--- config.mk ---
export PLATFORM = sky130hd
export DESIGN_NAME = pll_reset_seq
export DESIGN_NICKNAME = d
export VERILOG_FILES = /design/src/rtl/pll_reset_seq_pkg.sv /design/src/rtl/pll_reset_seq_sync_2ff.sv /design/src/rtl/pll_reset_seq.sv
export SDC_FILE = /design/constraint.sdc
export NUM_CORES = 1
export LEC_CHECK = 0
export CORE_ASPECT_RATIO = 1.1
export CORE_MARGIN = 3
export CORE_UTILIZATION = 50
export DETAILED_ROUTE_END_ITERATION = 6
export HOLD_SLACK_MARGIN = 0.12
export PLACE_DENSITY = 0.73
export SYNTH_ARGS = -nofsm -noshare
export SYNTH_HDL_FRONTEND = slang
export SYNTH_SLANG_ARGS = --single-unit
--- constraint.sdc ---
create_clock -name clk -period 2.6 [get_ports clk]
set_input_delay 0.52 -clock clk [delete_from_list [all_inputs] [get_ports clk]]
set_output_delay 0.52 -clock clk [all_outputs]
set_load 0.005 [all_outputs]
--- src/rtl/pll_reset_seq_pkg.sv ---
// Shared clocking package: sequencer state codes and small helpers used by
// the PLL reset sequencer and by any status/debug register that decodes it.
package pll_reset_seq_pkg;

  // Sequencer state codes; the numeric values are visible on the state port
  // and are decoded by software-facing status registers.
  typedef enum logic [1:0] {
    PLLRST = 2'd0,
    WAITLK = 2'd1,
    STABLE = 2'd2,
    RUN    = 2'd3
  } pll_seq_state_e;

  // Event counters stick at this value.
  localparam logic [7:0] EVT_CNT_MAX = 8'hFF;

  // Largest of three integers.
  function automatic int max3(input int a, input int b, input int c);
    int m;
    m = a;
    if (b > m) m = b;
    if (c > m) m = c;
    return m;
  endfunction

  // Width of the shared cycle counter: one spare bit above what the longest
  // dwell needs, so a terminal value never aliases to zero.
  function automatic int cnt_width(input int a, input int b, input int c);
    return $clog2(max3(a, b, c)) + 1;
  endfunction

  // Saturating increment for the 8-bit event counters.
  function automatic logic [7:0] sat_inc8(input logic [7:0] v);
    return (v == EVT_CNT_MAX) ? v : v + 8'd1;
  endfunction

endpackage

--- src/rtl/pll_reset_seq_sync_2ff.sv ---
// Two-flop synchronizer for a single slow-changing asynchronous level.
// Both flops clear to 0 on the synchronous reset.
module sync_2ff (
  input  logic clk,
  input  logic rst,
  input  logic d,
  output logic q
);

  logic meta_q;
  logic meta_d;
  logic sync_q;
  logic sync_d;

  // Next values: first stage samples the async input, second stage the first.
  always_comb begin
    meta_d = d;
    sync_d = meta_q;
  end

  // Synchronizer flops; reset forces the output to "not locked".
  always_ff @(posedge clk) begin
    if (rst) begin
      meta_q <= 1'b0;
      sync_q <= 1'b0;
    end else begin
      meta_q <= meta_d;
      sync_q <= sync_d;
    end
  end

  assign q = sync_q;

endmodule

--- src/rtl/pll_reset_seq.sv ---
// PLL reset sequencer. Pulses the PLL reset, waits for lock (with retry on
// timeout), requires a run of consecutive locked cycles, then releases the
// reset of the PLL-clocked domain. Lock loss while running restarts the
// sequence. The PLL itself is instantiated beside this block, not inside it.
//
// Handshake/timing contract: pll_locked is a level, not a valid/ready pair.
// It is synchronized (2 cycles) before use; every output is a flop whose
// next value is derived from the next FSM state, so outputs change on the
// same edge as the state port and never combinationally follow pll_locked.
module pll_reset_seq
  import pll_reset_seq_pkg::*;
#(
  parameter int PLL_RST_CYCLES = 16,
  parameter int LOCK_TIMEOUT   = 1048576,
  parameter int STABLE_CYCLES  = 1024
) (
  input  logic       clk,
  input  logic       rst,
  input  logic       pll_locked,
  output logic       pll_rst,
  output logic       sys_rst,
  output logic       ready,
  output logic [1:0] state,
  output logic [7:0] loss_count,
  output logic [7:0] timeout_count
);

  localparam int CNT_W = cnt_width(PLL_RST_CYCLES, LOCK_TIMEOUT, STABLE_CYCLES);

  // Terminal counts: the counter starts at 0 on state entry, so the last
  // cycle of an N-cycle dwell sees N-1.
  localparam logic [CNT_W-1:0] RST_LAST = CNT_W'(PLL_RST_CYCLES - 1);
  localparam logic [CNT_W-1:0] TMO_LAST = CNT_W'(LOCK_TIMEOUT - 1);
  localparam logic [CNT_W-1:0] STB_LAST = CNT_W'(STABLE_CYCLES - 1);
  localparam logic [CNT_W-1:0] CNT_ONE  = CNT_W'(1);

  // Synchronized lock flag; the only form of pll_locked used below.
  logic lk;

  pll_seq_state_e   state_q, state_d;
  logic [CNT_W-1:0] cnt_q, cnt_d;
  logic [7:0]       loss_q, loss_d;
  logic [7:0]       tmo_q, tmo_d;
  logic             pll_rst_q, pll_rst_d;
  logic             sys_rst_q, sys_rst_d;
  logic             ready_q, ready_d;

  sync_2ff u_lock_sync (
    .clk (clk),
    .rst (rst),
    .d   (pll_locked),
    .q   (lk)
  );

  // Next-state, shared cycle counter, event counters and output decode.
  always_comb begin
    state_d = state_q;
    cnt_d   = cnt_q + CNT_ONE;
    loss_d  = loss_q;
    tmo_d   = tmo_q;

    unique case (state_q)
      PLLRST: begin
        // Lock is ignored while the PLL is held in reset.
        if (cnt_q == RST_LAST) begin
          state_d = WAITLK;
          cnt_d   = '0;
        end
      end

      WAITLK: begin
        // Lock takes priority over a timeout landing on the same cycle.
        if (lk) begin
          state_d = STABLE;
          cnt_d   = '0;
        end else if (cnt_q == TMO_LAST) begin
          state_d = PLLRST;
          cnt_d   = '0;
          tmo_d   = sat_inc8(tmo_q);
        end
      end

      STABLE: begin
        // Any unlocked cycle breaks the run; retry the wait without
        // counting it as a timeout.
        if (!lk) begin
          state_d = WAITLK;
          cnt_d   = '0;
        end else if (cnt_q == STB_LAST) begin
          state_d = RUN;
          cnt_d   = '0;
        end
      end

      RUN: begin
        // Counter is idle here; hold it at zero.
        cnt_d = '0;
        if (!lk) begin
          state_d = PLLRST;
          loss_d  = sat_inc8(loss_q);
        end
      end

      default: begin
        state_d = PLLRST;
        cnt_d   = '0;
      end
    endcase

    // Outputs follow the state being entered so they line up with state_q.
    pll_rst_d = (state_d == PLLRST);
    sys_rst_d = (state_d != RUN);
    ready_d   = (state_d == RUN);
  end

  // Sequencer state, counters and registered outputs.
  always_ff @(posedge clk) begin
    if (rst) begin
      state_q   <= PLLRST;
      cnt_q     <= '0;
      loss_q    <= 8'd0;
      tmo_q     <= 8'd0;
      pll_rst_q <= 1'b1;
      sys_rst_q <= 1'b1;
      ready_q   <= 1'b0;
    end else begin
      state_q   <= state_d;
      cnt_q     <= cnt_d;
      loss_q    <= loss_d;
      tmo_q     <= tmo_d;
      pll_rst_q <= pll_rst_d;
      sys_rst_q <= sys_rst_d;
      ready_q   <= ready_d;
    end
  end

  assign pll_rst       = pll_rst_q;
  assign sys_rst       = sys_rst_q;
  assign ready         = ready_q;
  assign state         = state_q;
  assign loss_count    = loss_q;
  assign timeout_count = tmo_q;

endmodule

==> qor.yml <==
pwr:
  pwr-share-seq: 0.481
  clockPowerShare: 0.502
  power.density_mw_per_mm2: 586
  p_leak_uw: 0.000888
  finalPower_uw: 1420
  switching_share: 0.176
  p_int_uw: 1170
  p_comb_frac: 0.017
  power_switching_uw: 249
  vdd_drop_max_mv: 0.382
sta:
  maxSlewViolCount: 0
  fin_crit_ps: 2190
  tns_ps: 0
  hold_viol: 0
  rsz0062_at_grt: "false"
  finalSetupViolations: 0
  finalClockSkew_ps: 8.70
  relSlewSlack: 0.536
  fmax_mhz: 457
  fin_crit_sh: 0.842
  worst_pin_slew_ps: 695
worst_setup_path:
  r2r_start: "cnt_q[0]$_SDFF_PP0_"
  crit_path_start: "cnt_q[0]$_SDFF_PP0_"
  rr_endpoint: "cnt_q[3]$_SDFF_PP0_"
  required_ps: 2780
  critPathSlowestCell: "nor4_4"
  r2r_setup_slack_ps: 410
  worstSetupEndpoint: "cnt_q[3]$_SDFF_PP0_"
  reg2reg_depth: 7
  critPathKind: "flop to flop"
  end_kind: "flop"
  path_cells: "ha_1, nand3_1, nor4_4, a21oi_1, o31ai_2, buf_4, nor2_1"
  cp_slowest_stage_delay_ps: 580
  crit_arrival_ps: 2370
  worst-path-max-fanout: 20
  startpoint_type: "flop"
flow_run:
  cap_viol_max_count: 0
placed_design:
  hpwl_um: 2600
  gp_congestion: 0.839
  portBuffers: 23
  place_inst: 287
logic_synthesis:
  ys.flop_type: "dfxtp_1"
  ys_top_cells_by_count: "dfxtp_1, nor2_1, xor2_1"
  syn_avg_cell_area_um2: 9.12
  synth_area_leaders: "dfxtp_1, xor2_1, nor2_1, xnor2_1, nand4_1"
  ys_warn_count: 0
  async_flop_share: 0
  yosys.area.top_type_share: 0.445
  synth_edf_count: 0
  synthMostInstantiatedCell: "dfxtp_1"
  ys_ff_latch: 44
  synth.cell_area_mm2: 0.00198
  synth.net_count: 223
  yosysSeqAreaShare: 0.445
  yosysTopAreaCell: "dfxtp_1"
  synth.distinct_cells: 38
  synthCells: 217
worst_hold_path:
  worstHoldPathType: "flop to flop"
  hp-start: "u_lock_sync.meta_q$_SDFF_PP0_"
drt:
  ant_nets: 0
  wl_per_cell_um: 12.7
  drt_iter0_markers: 79
  viasPerCell: 5.39
  finalWirelength_um: 3740
  num_vias: 1590
  drcViolationCount: 0
  drtPass1Iterations: 4
clock_network:
  cts_max_path_buffers: 2
  cts-buffers-inserted: 5
  clk_pin_slew_worst_paths_ps: 90
  h-tree-depth: 2
  cts_tree: "built"
  cts.sinks: 44
  clk_latency_ps: 300
  cts_root_buffer: "clkbuf_8"
  post-cts-setup-buffer-count: 0
  cts_resized: 0
  cts_hold_buf: 0
die:
  core_area_mm2: 0.00371
  initial_core_util: 0.533
  die_h_um: 72.0
  die_w_um: 66.0
  num_io_pins: 24
  fp.dieArea_mm2: 0.00475
  rows: 23
layout:
  areaGrowthSynthToFinish_pct: 22.4
  final_nets: 250
  drive_above_1_share: 0.0735
  fin_cells: 295
  antenna_cells: 0
  fill_cells: 291
global_routing:
  antenna_found_initial: 0
  grt_max_degree: 21
  track_usage: 0.175
  grt_pass1_wl_um: 6560
  grt_pass1_vias: 1484
  grt-ovfl-total: 0
outcome:
  status: "completed"
## per-layer routing
layer,track usage,vias up,share of wire
met5,0,-,0
met4,0.0700,0,0.017
met3,0.0480,7,0.038
met2,0.267,31,0.45
met1,0.236,743,0.49
li1,-,809,-
## worst max-delay path: cells and delay by family, from the launching register on
family	cells	cell delay, ps
adders and majority gates	1	180
buffers and inverters	1	280
AOI/OAI and AO/OA	2	390
DFF	1	350
and+or+nand+nor	3	890
## power groups by stage
stage	clock [uW]	combinational [uW]	sequential (uW)
global route	748	27.7	683
global placement	0	24.3	698
finish	711	24.6	682
CTS	725	25.1	682
floorplan	0	17.4	697
detailed placement	0	24.9	698
## cells in the final DEF, fill, tap and decap left out, drive strengths merged
cell and count:
a211o 1, a211oi 2, a21oi 9, a41oi 1, and2 1, and3 6
and4 4, buf 3, bufinv 3, clkbuf 5, clkdlybuf4s50 23, dfxtp 44
ha 3, inv 7, mux2i 2, nand2 11, nand2b 1, nand3 11
nand4 10, nor2 38, nor2b 4, nor3 6, nor4 5, o2111ai 1
o211a 1, o211ai 1, o21ai 4, o311ai 1, o31ai 2, or3 4
or3b 2, or4 1, xnor2 10, xor2 18
## area by class of cell
type / instances / area, um^2 / share of cell area
multi-input combinational: 160 / 1040 / 0.429
timing repair buffer: 26 / 253 / 0.104
clock buffer: 5 / 68.8 / 0.0284
clock inverter: 3 / 90.1 / 0.0372
inverter: 7 / 26.3 / 0.0109
sequential: 44 / 881 / 0.364
tap: 50 / 62.6 / 0.0258
## worst min-delay path by stage
stage | endpoint | cells after the start
2_1_floorplan | cnt_q[0]$_SDFF_PP0_ | 1
3_3_place_gp | u_lock_sync.q$_SDFF_PP0_ | 1
3_5_place_dp | cnt_q[0]$_SDFF_PP0_ | 1
4_1_cts | cnt_q[0]$_SDFF_PP0_ | 1
5_1_grt | u_lock_sync.q$_SDFF_PP0_ | 1
6_report | u_lock_sync.q$_SDFF_PP0_ | 1
## sequential cells by signal, indices dropped and copies added, names as in the netlist
name                count
u_lock_sync.q           1
ready                   1
timeout_count           8
u_lock_sync.meta_q      1
loss_count              8
state                   2
pll_rst                 1
cnt_q                  21
sys_rst                 1
## kinds of logic after synthesis
kind of cell,synth area share
muxes,0.0101
DFF,0.445
adders and majority gates,0.0190
buffers and inverters,0.0291
xor gates and xnor gates,0.124
AOI/OAI and AO/OA,0.0905
and+or+nand+nor,0.282
## stage by stage
stage                util  hold slack (ps)  area [um^2]  setup WS [ps]
floorplan               -              413         1980            776
global placement    0.609              415         2260            516
detailed placement  0.609              428         2260            395
CTS                 0.652              442         2420            384
global route        0.652              448         2420            194
finish              0.652              439         2420            411
Note: power is estimated with default switching activity, not from simulation.
